==> config.mk <==
export PLATFORM = sky130hd
export DESIGN_NAME = ece571f23_g5_aes_shiftrows_pipe
export DESIGN_NICKNAME = d
export VERILOG_FILES = /design/src/rtl/ece571f23_g5_aes_pkg.sv /design/src/rtl/ece571f23_g5_aes_shiftrows_xform.sv /design/src/rtl/ece571f23_g5_aes_shiftrows_pipe.sv
export SDC_FILE = /design/constraint.sdc
export NUM_CORES = 1
export LEC_CHECK = 0
export ABC_AREA = 1
export BUFFER_PORTS_ARGS = -buffer_cell sky130_fd_sc_hd__buf_2
export CORE_MARGIN = 1
export CORE_UTILIZATION = 45
export DETAILED_ROUTE_END_ITERATION = 16
export PLACE_DENSITY = 0.68
export RECOVER_POWER = 50
export SETUP_SLACK_MARGIN = 0.02
export SLEW_MARGIN = 0
export SYNTH_ARGS = -nofsm -noshare
export SYNTH_HDL_FRONTEND = slang
export SYNTH_SLANG_ARGS = --single-unit
==> constraint.sdc <==
create_clock -name clk -period 1.55 [get_ports clk]
set_input_delay 0.2325 -clock clk [delete_from_list [all_inputs] [get_ports clk]]
set_output_delay 0.2325 -clock clk [all_outputs]
set_load 0.01 [all_outputs]
==> src/rtl/ece571f23_g5_aes_pkg.sv <==
// Shared Rijndael definitions: byte type, legal block widths, ShiftRows offsets
// and the handshake state encoding for the registered ShiftRows stage.
package ece571f23_g5_aes_pkg;

  typedef logic [7:0] byte_t;

  localparam int NB_LEGAL_N = 3;
  localparam int NB_LEGAL [NB_LEGAL_N] = '{4, 6, 8};

  typedef enum logic [1:0] {
    ST_EMPTY = 2'd0,
    ST_ONE   = 2'd1,
    ST_FULL  = 2'd2
  } sr_state_t;

  // Rijndael row offsets: rows 2 and 3 move one column further for 256-bit blocks.
  function automatic int shift_amt(input int nb, input int row);
    if (nb == 8 && row >= 2) return row + 1;
    return row;
  endfunction

  function automatic bit nb_is_legal(input int nb);
    bit ok;
    ok = 1'b0;
    for (int i = 0; i < NB_LEGAL_N; i++) begin
      if (NB_LEGAL[i] == nb) ok = 1'b1;
    end
    return ok;
  endfunction

endpackage

==> src/rtl/ece571f23_g5_aes_shiftrows_xform.sv <==
// Combinational ShiftRows / InvShiftRows over NB columns; byte k sits at
// row k%4, column k/4, most significant byte first.
module ece571f23_g5_aes_shiftrows_xform
  import ece571f23_g5_aes_pkg::*;
#(
  parameter  int NB = 4,
  localparam int W  = 32 * NB
) (
  input  logic [W-1:0] state,
  input  logic         inv,
  output logic [W-1:0] shifted
);

  for (genvar r = 0; r < 4; r++) begin : g_row
    localparam int S = shift_amt(NB, r);
    for (genvar c = 0; c < NB; c++) begin : g_col
      localparam int CF = (c + S) % NB;
      localparam int CI = (c - S + NB) % NB;
      byte_t fwd_b;
      byte_t inv_b;
      assign fwd_b = state[W-1-8*(4*CF+r) -: 8];
      assign inv_b = state[W-1-8*(4*CI+r) -: 8];
      assign shifted[W-1-8*(4*c+r) -: 8] = inv ? inv_b : fwd_b;
    end
  end

endmodule

==> src/rtl/ece571f23_g5_aes_shiftrows_pipe.sv <==
// Registered ShiftRows stage with a two-entry skid buffer; the transform is
// applied before capture so only shifted states and their mode bit are held.
module ece571f23_g5_aes_shiftrows_pipe
  import ece571f23_g5_aes_pkg::*;
#(
  parameter  int NB = 4,
  localparam int W  = 32 * NB
) (
  input  logic         clk,
  input  logic         reset,
  input  logic         in_valid,
  output logic         in_ready,
  input  logic [W-1:0] in_data,
  input  logic         in_inv,
  output logic         out_valid,
  input  logic         out_ready,
  output logic [W-1:0] out_data,
  output logic         out_inv
);

  if (!nb_is_legal(NB)) begin : g_bad_nb
    $error("ece571f23_g5_aes_shiftrows_pipe: NB must be 4, 6 or 8");
  end

  sr_state_t      state_q;
  sr_state_t      state_d;
  logic           in_ready_q;
  logic           out_vld_p1;
  logic [W-1:0]   xf_data_p0;
  logic [W-1:0]   out_data_p1;
  logic           out_inv_p1;
  logic [W-1:0]   skid_data_p1;
  logic           skid_inv_p1;
  logic           in_fire;
  logic           out_fire;
  logic           load_out;
  logic           load_skid;
  logic           move_skid;

  ece571f23_g5_aes_shiftrows_xform #(.NB(NB)) u_xform (
    .state   (in_data),
    .inv     (in_inv),
    .shifted (xf_data_p0)
  );

  assign in_fire  = in_valid && in_ready_q;
  assign out_fire = out_vld_p1 && out_ready;

  always_comb begin
    state_d   = state_q;
    load_out  = 1'b0;
    load_skid = 1'b0;
    move_skid = 1'b0;
    case (state_q)
      ST_EMPTY: begin
        if (in_fire) begin
          load_out = 1'b1;
          state_d  = ST_ONE;
        end
      end
      ST_ONE: begin
        if (in_fire && out_fire) begin
          load_out = 1'b1;
        end else if (in_fire) begin
          load_skid = 1'b1;
          state_d   = ST_FULL;
        end else if (out_fire) begin
          state_d = ST_EMPTY;
        end
      end
      ST_FULL: begin
        if (out_fire) begin
          move_skid = 1'b1;
          state_d   = ST_ONE;
        end
      end
      default: state_d = ST_EMPTY;
    endcase
  end

  // p0 -> p1: capture shifted state into the output or skid register
  always_ff @(posedge clk) begin
    if (reset) begin
      state_q      <= ST_EMPTY;
      in_ready_q   <= 1'b1;
      out_vld_p1   <= 1'b0;
      out_data_p1  <= '0;
      out_inv_p1   <= 1'b0;
      skid_data_p1 <= '0;
      skid_inv_p1  <= 1'b0;
    end else begin
      state_q    <= state_d;
      in_ready_q <= (state_d != ST_FULL);
      out_vld_p1 <= (state_d != ST_EMPTY);
      if (load_out) begin
        out_data_p1 <= xf_data_p0;
        out_inv_p1  <= in_inv;
      end else if (move_skid) begin
        out_data_p1 <= skid_data_p1;
        out_inv_p1  <= skid_inv_p1;
      end
      if (load_skid) begin
        skid_data_p1 <= xf_data_p0;
        skid_inv_p1  <= in_inv;
      end
    end
  end

  assign in_ready  = in_ready_q;
  assign out_valid = out_vld_p1;
  assign out_data  = out_data_p1;
  assign out_inv   = out_inv_p1;

endmodule
# After elaboration in Yosys (flattened, before gate mapping)
# Cells that the tools add are included.
dict set report word_totals {
  reg_bits 262
  wordCells 41
  in_bits 133
}
dict set report classes {
  mux 25
  n_reduce_logical 6
  n_eq_ne 3
}
# cell n
set op_table {}
lappend op_table {{two-way mux 128 bit} 2}
lappend op_table {{two-way mux 8 bit} 8}
lappend op_table {{two-way mux 2 bit} 5}
lappend op_table {{two-way mux 1 bit} 8}
lappend op_table {{case mux 2 bit (3 select lines)} 1}
lappend op_table {{nonzero test 2 bit} 2}
lappend op_table {{logical AND 1 bit} 3}
lappend op_table {{== test 2 x 1 -> 1 bit, second input constant} 1}
lappend op_table {{== test 2 bit, second input constant} 1}
lappend op_table {{zero test 2 bit} 1}
lappend op_table {{!= test 2 bit, second input constant} 1}
lappend op_table {{case mux 1 bit (2 select lines)} 1}

# Logic depth before layout (Yosys ltp)
# Gate-level depths: netlist of run 1.
dict set report depth {
  word_depth 6
  ltp_mapped 9
  ltp_nobuf 7
}

# Cells and area by module
# A second synthesis of run 1 with hierarchy kept.
dict set report hier_totals {
  cells_unflattened 1871
  hier_area_um2 12874.8
}
# mod cells_each area_per_inst_um2 seq_area_each_um2 instances
set modules_own_cells {}
lappend modules_own_cells {ece571f23_g5_aes_shiftrows_pipe 1601 11549.8 5245.0 1}
lappend modules_own_cells {ece571f23_g5_aes_shiftrows_xform 270 1325.0 0.0 1}

# Worst setup path before layout of run 1
# Ideal clock, no wire load.
dict set report synth_path {
  kind {reg2reg}
  from {register in_ready_q (netlist: in_ready)}
  to {register out_data_p1[68] (netlist: out_data[68])}
  slack_ns 0.135
  setup_time_ns 0.132
  synth_period_minus_slack_ns 1.415
  arrival_time_ns 1.283
  path_stages_with_launch 8
  n_path_buf 2
  path_cell_list {dfxtp_1 -> nand2_1 -> nor2_4 -> buf_2 -> clkbuf_1 -> nand3_1 -> nand2_1 -> a21oi_1}
}
dict set report synth_between {
  elab_chain_cells 5
  elab_cells_between_ends 7
  cone_classes {mux: 4; reduce/logical: 3}
}
# element line
set synth_lines {}
lappend synth_lines {{start, declared} ece571f23_g5_aes_shiftrows_pipe.sv:27} ;# logic in_ready_q;
lappend synth_lines {{start signal, assigned} ece571f23_g5_aes_shiftrows_pipe.sv:93} ;# in_ready_q <= (state_d != ST_FULL);
lappend synth_lines {{logical AND 1 bit *} ece571f23_g5_aes_shiftrows_pipe.sv:46} ;# assign in_fire = in_valid && in_ready_q;
lappend synth_lines {{logical AND 1 bit} ece571f23_g5_aes_shiftrows_pipe.sv:62} ;# if (in_fire && out_fire) begin
lappend synth_lines {{two-way mux 1 bit} ece571f23_g5_aes_shiftrows_pipe.sv:62}
lappend synth_lines {{case mux 1 bit (2 select lines) *} ece571f23_g5_aes_shiftrows_pipe.sv:54} ;# case (state_q)
lappend synth_lines {{two-way mux 128 bit or nonzero test 2 bit (tied branches)} -}
lappend synth_lines {{end signal, assigned} ece571f23_g5_aes_shiftrows_pipe.sv:96} ;# out_data_p1 <= xf_data_p0;
lappend synth_lines {{end signal, assigned} ece571f23_g5_aes_shiftrows_pipe.sv:99} ;# out_data_p1 <= skid_data_p1;
lappend synth_lines {{end, declared} ece571f23_g5_aes_shiftrows_pipe.sv:30} ;# logic [W-1:0] out_data_p1;
# Every way passes the cells marked *; elsewhere a longest branch is shown, timed or not.
# A chain may end at the register's enable or synchronous reset.

# Worst setup path in the final report of run 1
dict set report layout_path {
  from {register out_vld_p1 (netlist: out_valid)}
  to {register out_data_p1[32] (netlist: out_data[32])}
}
dict set report layout_between {
  elab_chain_cells 5
  elab_cells_between_ends 8
  cone_classes {mux: 5; reduce/logical: 3}
}
# element line
set layout_lines {}
lappend layout_lines {{start, declared} ece571f23_g5_aes_shiftrows_pipe.sv:28} ;# logic out_vld_p1;
lappend layout_lines {{start signal, assigned} ece571f23_g5_aes_shiftrows_pipe.sv:94} ;# out_vld_p1 <= (state_d != ST_EMPTY);
lappend layout_lines {{logical AND 1 bit *} ece571f23_g5_aes_shiftrows_pipe.sv:47} ;# assign out_fire = out_vld_p1 && out_ready;
lappend layout_lines {{logical AND 1 bit} ece571f23_g5_aes_shiftrows_pipe.sv:62}
lappend layout_lines {{two-way mux 1 bit} ece571f23_g5_aes_shiftrows_pipe.sv:62}
lappend layout_lines {{case mux 1 bit (2 select lines)} ece571f23_g5_aes_shiftrows_pipe.sv:54}
lappend layout_lines {{two-way mux 128 bit or nonzero test 2 bit (tied branches)} -}
# Marked as above.

==> out/results.tsv, run 1 <==
stage	metric	value	unit
hold_path	cell count of the worst hold path	7	
timing	Slew HR	65.0	%
floorplan	IO Pins	264	
global_route	largest net degree at the start of global routing	104	
clocking	deepest clock path buffer count	3	
placement	Inst Count DP	2462	
timing	skew final	0.0183	ns
worst_setup_path	cells on worst reg2reg path	8	
floorplan	# rows	60	
placement	hpwl dp	26400	microns
power_and_ir_drop	final total power	20.3	mW
worst_setup_path	WP data required	1.97	ns
clocking	Root Buffer	clkbuf_16	
detailed_routing	drt first-iter violations	1195	
hold_path	Worst Hold Class	input port to register	
detailed_routing	Wirelength per Cell	16.5	microns
worst_setup_path	Worst EP arrival	1.91	ns
detailed_routing	routed vias/inst	5.28	
worst_setup_path	delay-heaviest family, CP	simple AND/OR/NAND/NOR gates	
clocking	cts bufs inserted	30	
floorplan	Initial Util	46.4	%
finish	layout cell share with drive strength beyond 1	14.6	%
timing	final worst-path cycle share	96.2	%
worst_setup_path	Worst setup SP type	register	
yosys	syn_nets	2069	
power_and_ir_drop	peak supply drop	0.979	mV
power_and_ir_drop	Lkg Pwr	7.66	nW
timing	max-slew violations	0	
floorplan	die area	28700	sq um
global_route	first-pass GRT wire length	63600	microns
clocking	Worst-path clk slew	0.06	ns
timing	Final Hold Fails	0	
yosys	Post-Syn Instances	1936	
clocking	H-tree levels	1	
finish	Final #Nets	2335	
finish	Area Overhead vs Synth	31.4	%
yosys	Mean Syn Cell Area	6.51	sq um
finish	total inserted antenna cells	0	
detailed_routing	DRT Wirelength	42900	microns
placement	RePlAce Congestion	0.839	
worst_setup_path	crit-path cells	nand2_4 -> nand2_8 -> buf_4 -> nand2_8 -> buf_4 -> nand2_1 -> nand2_1 -> a21oi_1	
global_route	Tot GR Track Use	27.5	%
global_route	vias in the first global route	12100	
run_status	status	complete, no violations	
yosys	YS warnings	0	
timing	Worst Slack Setup Final	0.0592	ns
finish	most common cell after layout, fill and taps aside	nand2_1	
global_route	initial antenna violation count	1	
power_and_ir_drop	power per cell area	1230	nW/um^2
timing	Slew @ Worst Pin	0.525	ns
yosys	Yosys reg bits	262	
detailed_routing	DR pass1 iterations	5	
floorplan	Die H	169	microns
yosys	synth unique cells	19	
placement	Setup WS pre-CTS	0.00311	ns
worst_setup_path	critical path peak fanout	10	
clocking	# clock sinks	262	
floorplan	Die Wd	169	microns
worst_setup_path	critical path depth	8	
clocking	CTS tree	done	
worst_setup_path	Crit. End Element	register	
finish	post-layout util	60.9	%
detailed_routing	DRC violations left	0	
detailed_routing	routed vias	13700	
clocking	insertion delay to the later sink of the worst-skew pair	0.56	ns
global_route	GR Overflow Total	0	
floorplan	Core Area	27200	sq um
worst_setup_path	slowest CP cell	dfxtp_1	
finish	most frequent cells in the layout	nand2_1, nand3_1, dfxtp_1, nor2_1, buf_2	
timing	Final Setup Violations	0	
finish	non-filler instance count after layout	2595	
worst_setup_path	Critical path buffers and inverters	2	
placement	IO Port Bufs	263	
detailed_routing	post-route ant nets	0	
timing	minimum clock period	1.49	ns
timing	TNS Setup	0	ns
worst_setup_path	max incr delay on CP	0.33	ns
run	Max-Cap Viols	0	
worst_setup_path	Setup Crit Path Kind	register to register	
timing	f_max	0.671	GHz
yosys	sequential area share after synthesis	41.6	%
yosys	Post-Syn Area	12600	sq um
timing	RSZ-0062 raised after global routing	true	
[worst register-to-register path: stages, from the launching register on]
cell	delay, ns
dfxtp_1	0.33
nand2_4	0.15
nand2_8	0.13
buf_4	0.19
nand2_8	0.14
buf_4	0.20
nand2_1	0.06
nand2_1	0.08
a21oi_1	0.06
[path summary, 6_finish.rpt]
check,startpoint,endpoint,slack (ns)
max,out_valid,out_data[32],0.06
min,in_data[101],skid_data_p1[69],0.12
max reg2reg,out_valid,out_data[32],0.06
min reg2reg,skid_data_p1[88],skid_data_p1[88],0.48
[state kept, by name, summed over array words and instances, names as in the netlist]
name / flops
skid_data_p1: 128
out_inv: 1
skid_inv_p1: 1
state_q: 2
out_data: 128
out_valid: 1
in_ready: 1
[cell usage after synthesis]
master | instances | area, sq um
nor2_1 | 258 | 968
nand3_2 | 1 | 10.0
buf_2 | 92 | 460
buf_4 | 12 | 90.1
buf_1 | 9 | 33.8
inv_2 | 2 | 7.51
nor2_4 | 1 | 11.3
nand3b_1 | 64 | 480
nor2_2 | 1 | 6.26
nand2_1 | 588 | 2210
a21oi_1 | 129 | 646
nand3_1 | 324 | 1620
o21ai_0 | 55 | 275
dfxtp_1 | 262 | 5250
o21ai_1 | 11 | 55.1
nand4_1 | 1 | 6.26
clkbuf_1 | 55 | 206
nand2_2 | 2 | 12.5
inv_1 | 69 | 259
[final cells by class]
class | count | area [sq um]
multi-input combinational | 1438 | 6440
clock buffer | 40 | 830
sequential | 262 | 5250
clock inverter | 13 | 174
inverter | 71 | 287
fill | 2574 | 10600
tap | 372 | 465
timing repair buffer | 399 | 3110
[power by group]
| part | internal [mW] | switching [mW] |
|---|---|---|
| Clock | 4.40 | 2.86 |
| Sequential | 7.51 | 0.412 |
| Combinational | 2.04 | 3.10 |
[kinds of logic after synthesis]
group / share of synthesized area [%]
DFF: 41.6
and+or+nand+nor: 42.2
AOI/OAI and AO/OA: 7.74
buffers and inverters: 8.39
[per-stage QoR]
stage | area (sq um) | hold WS (ns)
after floorplan | 12600 | 0.381
after detailed placement | 14500 | 0.470
after global placement | 14500 | 0.461
final | 16600 | 0.122
after CTS | 16200 | 0.103
after global routing | 16600 | 0.142
[what timing repair did]
item	CTS	global route
resized for setup	4	33
gates cloned	0	13
setup buffers	0	3
hold buffers	64	0
pin swaps	0	6
hold endpoints to repair	64	0
setup endpoints to repair	6	245
[per-layer routing]
| metal | track usage [%] | vias to the layer above | share of wire [%] |
|---|---|---|---|
| met5 | 0 | - | 0 |
| met4 | 10.6 | 0 | 3.9 |
| met3 | 4.66 | 80 | 7.6 |
| met2 | 45.3 | 530 | 46 |
| met1 | 36.0 | 6343 | 43 |
| li1 | - | 6760 | - |
(Power assumes the default switching activity.)
==> run 2: changes to the inputs <==
Settings changed: PLACE_DENSITY 0.68 to 0.69.
==> out/results.tsv, run 2 (synthesized netlist as in run 1, its figures left out) <==
stage	metric	value	unit
run_status	status	complete, no violations	
power_and_ir_drop	combinational fraction of design power	27.1	%
finish	non-filler instance count after layout	2599	
worst_setup_path	Setup Crit Path Kind	register to register	
finish	footprint of the multi-input gates	6440	sq um
clocking	CTS tree	done	
global_route	Tot GR Track Use	27.3	%
clocking	cts bufs inserted	29	
floorplan	Core Area	27200	sq um
worst_setup_path	critical path peak fanout	40	
global_route	vias in the first global route	12000	
worst_setup_path	Worst setup SP type	register	
placement	IO Port Bufs	263	
finish	most common cell after layout, fill and taps aside	nand2_1	
detailed_routing	DRC violations left	0	
timing	skew final	0.00928	ns
timing	final worst-path cycle share	96.0	%
detailed_routing	post-route ant nets	0	
clocking	insertion delay to the later sink of the worst-skew pair	0.54	ns
finish	register area	5250	sq um
worst_setup_path	slowest CP cell	dfxtp_2	
detailed_routing	routed vias	13900	
power_and_ir_drop	Lkg Pwr	7.59	nW
run	Max-Cap Viols	0	
finish	total inserted antenna cells	0	
detailed_routing	DRT Wirelength	45800	microns
worst_setup_path	WP data required	1.94	ns
hold_path	Worst Hold Class	input port to register	
worst_setup_path	max incr delay on CP	0.34	ns
detailed_routing	DR pass1 iterations	5	
timing	max-slew violations	0	
worst_setup_path	r2r setup slk	0.06	ns
power_and_ir_drop	Int Power	13.6	mW
finish	Area Overhead vs Synth	32.2	%
floorplan	Die Wd	169	microns
power_and_ir_drop	final total power	19.9	mW
power_and_ir_drop	sw frac	32.0	%
detailed_routing	drt first-iter violations	1403	
finish	Final #Nets	2343	
detailed_routing	routed vias/inst	5.35	
worst_setup_path	crit-path cells	nand2_4 -> nor2_4 -> buf_12 -> buf_16 -> nand3_1 -> nand2_1 -> a21oi_1	
timing	RSZ-0062 raised after global routing	true	
worst_setup_path	Worst EP arrival	1.87	ns
clocking	Worst-path clk slew	0.06	ns
finish	Layout fillers	2558	
global_route	largest net degree at the start of global routing	130	
floorplan	Die H	169	microns
floorplan	Initial Util	46.4	%
placement	Inst Count DP	2452	
floorplan	die area	28700	sq um
power_and_ir_drop	power per cell area	1200	nW/um^2
power_and_ir_drop	Clk network pwr share	33.1	%
clocking	deepest clock path buffer count	3	
placement	RePlAce Congestion	0.830	
global_route	first-pass GRT wire length	63000	microns
clocking	H-tree levels	1	
timing	Slew @ Worst Pin	0.664	ns
timing	minimum clock period	1.49	ns
timing	f_max	0.672	GHz
worst_setup_path	Critical path buffers and inverters	2	
global_route	initial antenna violation count	0	
timing	Slew HR	55.7	%
detailed_routing	Wirelength per Cell	17.6	microns
worst_setup_path	Crit. End Element	register	
placement	hpwl dp	25900	microns
finish	layout cell share with drive strength beyond 1	13.2	%
clocking	# clock sinks	262	
timing	Final Hold Fails	0	
floorplan	IO Pins	264	
timing	Final Setup Violations	0	
clocking	Root Buffer	clkbuf_16	
worst_setup_path	delay-heaviest family, CP	simple AND/OR/NAND/NOR gates	
floorplan	# rows	60	
power_and_ir_drop	net switching power	6.39	mW
power_and_ir_drop	Flop pwr share	39.8	%
power_and_ir_drop	peak supply drop	0.870	mV
finish	most frequent cells in the layout	nand2_1, nand3_1, dfxtp_1, nor2_1, buf_2	
global_route	GR Overflow Total	0	
==> run 2: changes by cell type in the layout (fill, tap and decap cells not counted), sizes merged <==
cell	before	now
bufinv	4	1
buf	244	206
clkinv	7	3
dlygate4sd3	64	63
clkinvlp	2	1
clkbuf	131	182
==> run 2: worst min-delay path: stages <==
cell     delay [ns]
buf_2          0.09
o21ai_0        0.09
nor2_1         0.10
==> run 2: area by class of cell <==
class / count / area share, %
clock inverters: 4 / 0.285
inverters: 71 / 1.72
clock buffers: 44 / 5.11
repair inverters: 1 / 0.0526
well taps: 372 / 2.79
flip-flops and latches: 262 / 31.5
repair buffers: 407 / 19.9
multi-input cells: 1438 / 38.6
==> run 2: power by group through the flow <==
stage                     Combinational (mW)  Clock [mW]  Sequential [mW]
final                                   5.40        6.60             7.94
after global routing                    5.83        6.97             8.02
after CTS                               4.64        6.68             7.90
after detailed placement                4.50           0             8.05
after global placement                  4.44           0             8.01
after floorplan                         2.59           0             8.20
==> run 2: per-layer routing <==
layer	track usage, %	part of all wire, %
met1	36.8	41
met2	43.1	45
met3	4.99	9.1
met4	10.8	4.2
met5	0	0
==> run 2: what timing repair did <==
action,4_1_cts,5_1_grt
endpoints found under the hold margin,63,0
setup buffers,0,11
gates resized for setup,3,47
setup endpoints to repair,19,233
pin swaps,0,9
gates cloned,0,25
hold buffers,63,0
==> run 2: metrics by stage <==
step	TNS [ns]	hold slack, ns	utilization (%)	area (sq um)	setup slack [ns]
floorplan	0	0.381	-	12600	0.135
global placement	0	0.462	52.9	14400	0.0187
detailed placement	0	0.472	52.9	14400	0.00196
CTS	0	0.00303	58.6	15900	0.0263
global route	-0.00795	0.0376	61.3	16700	-0.00795
finish	0	0.0159	61.3	16700	0.0624
==> run 2: worst paths after layout <==
check | start | depth (start not counted) | endpoint
worst min register to register | out_data[13] | 2 | out_data[13]
worst max-delay path | in_ready | 7 | out_data[7]
worst max register to register | in_ready | 7 | out_data[7]
worst min-delay path | in_data[27] | 3 | skid_data_p1[27]
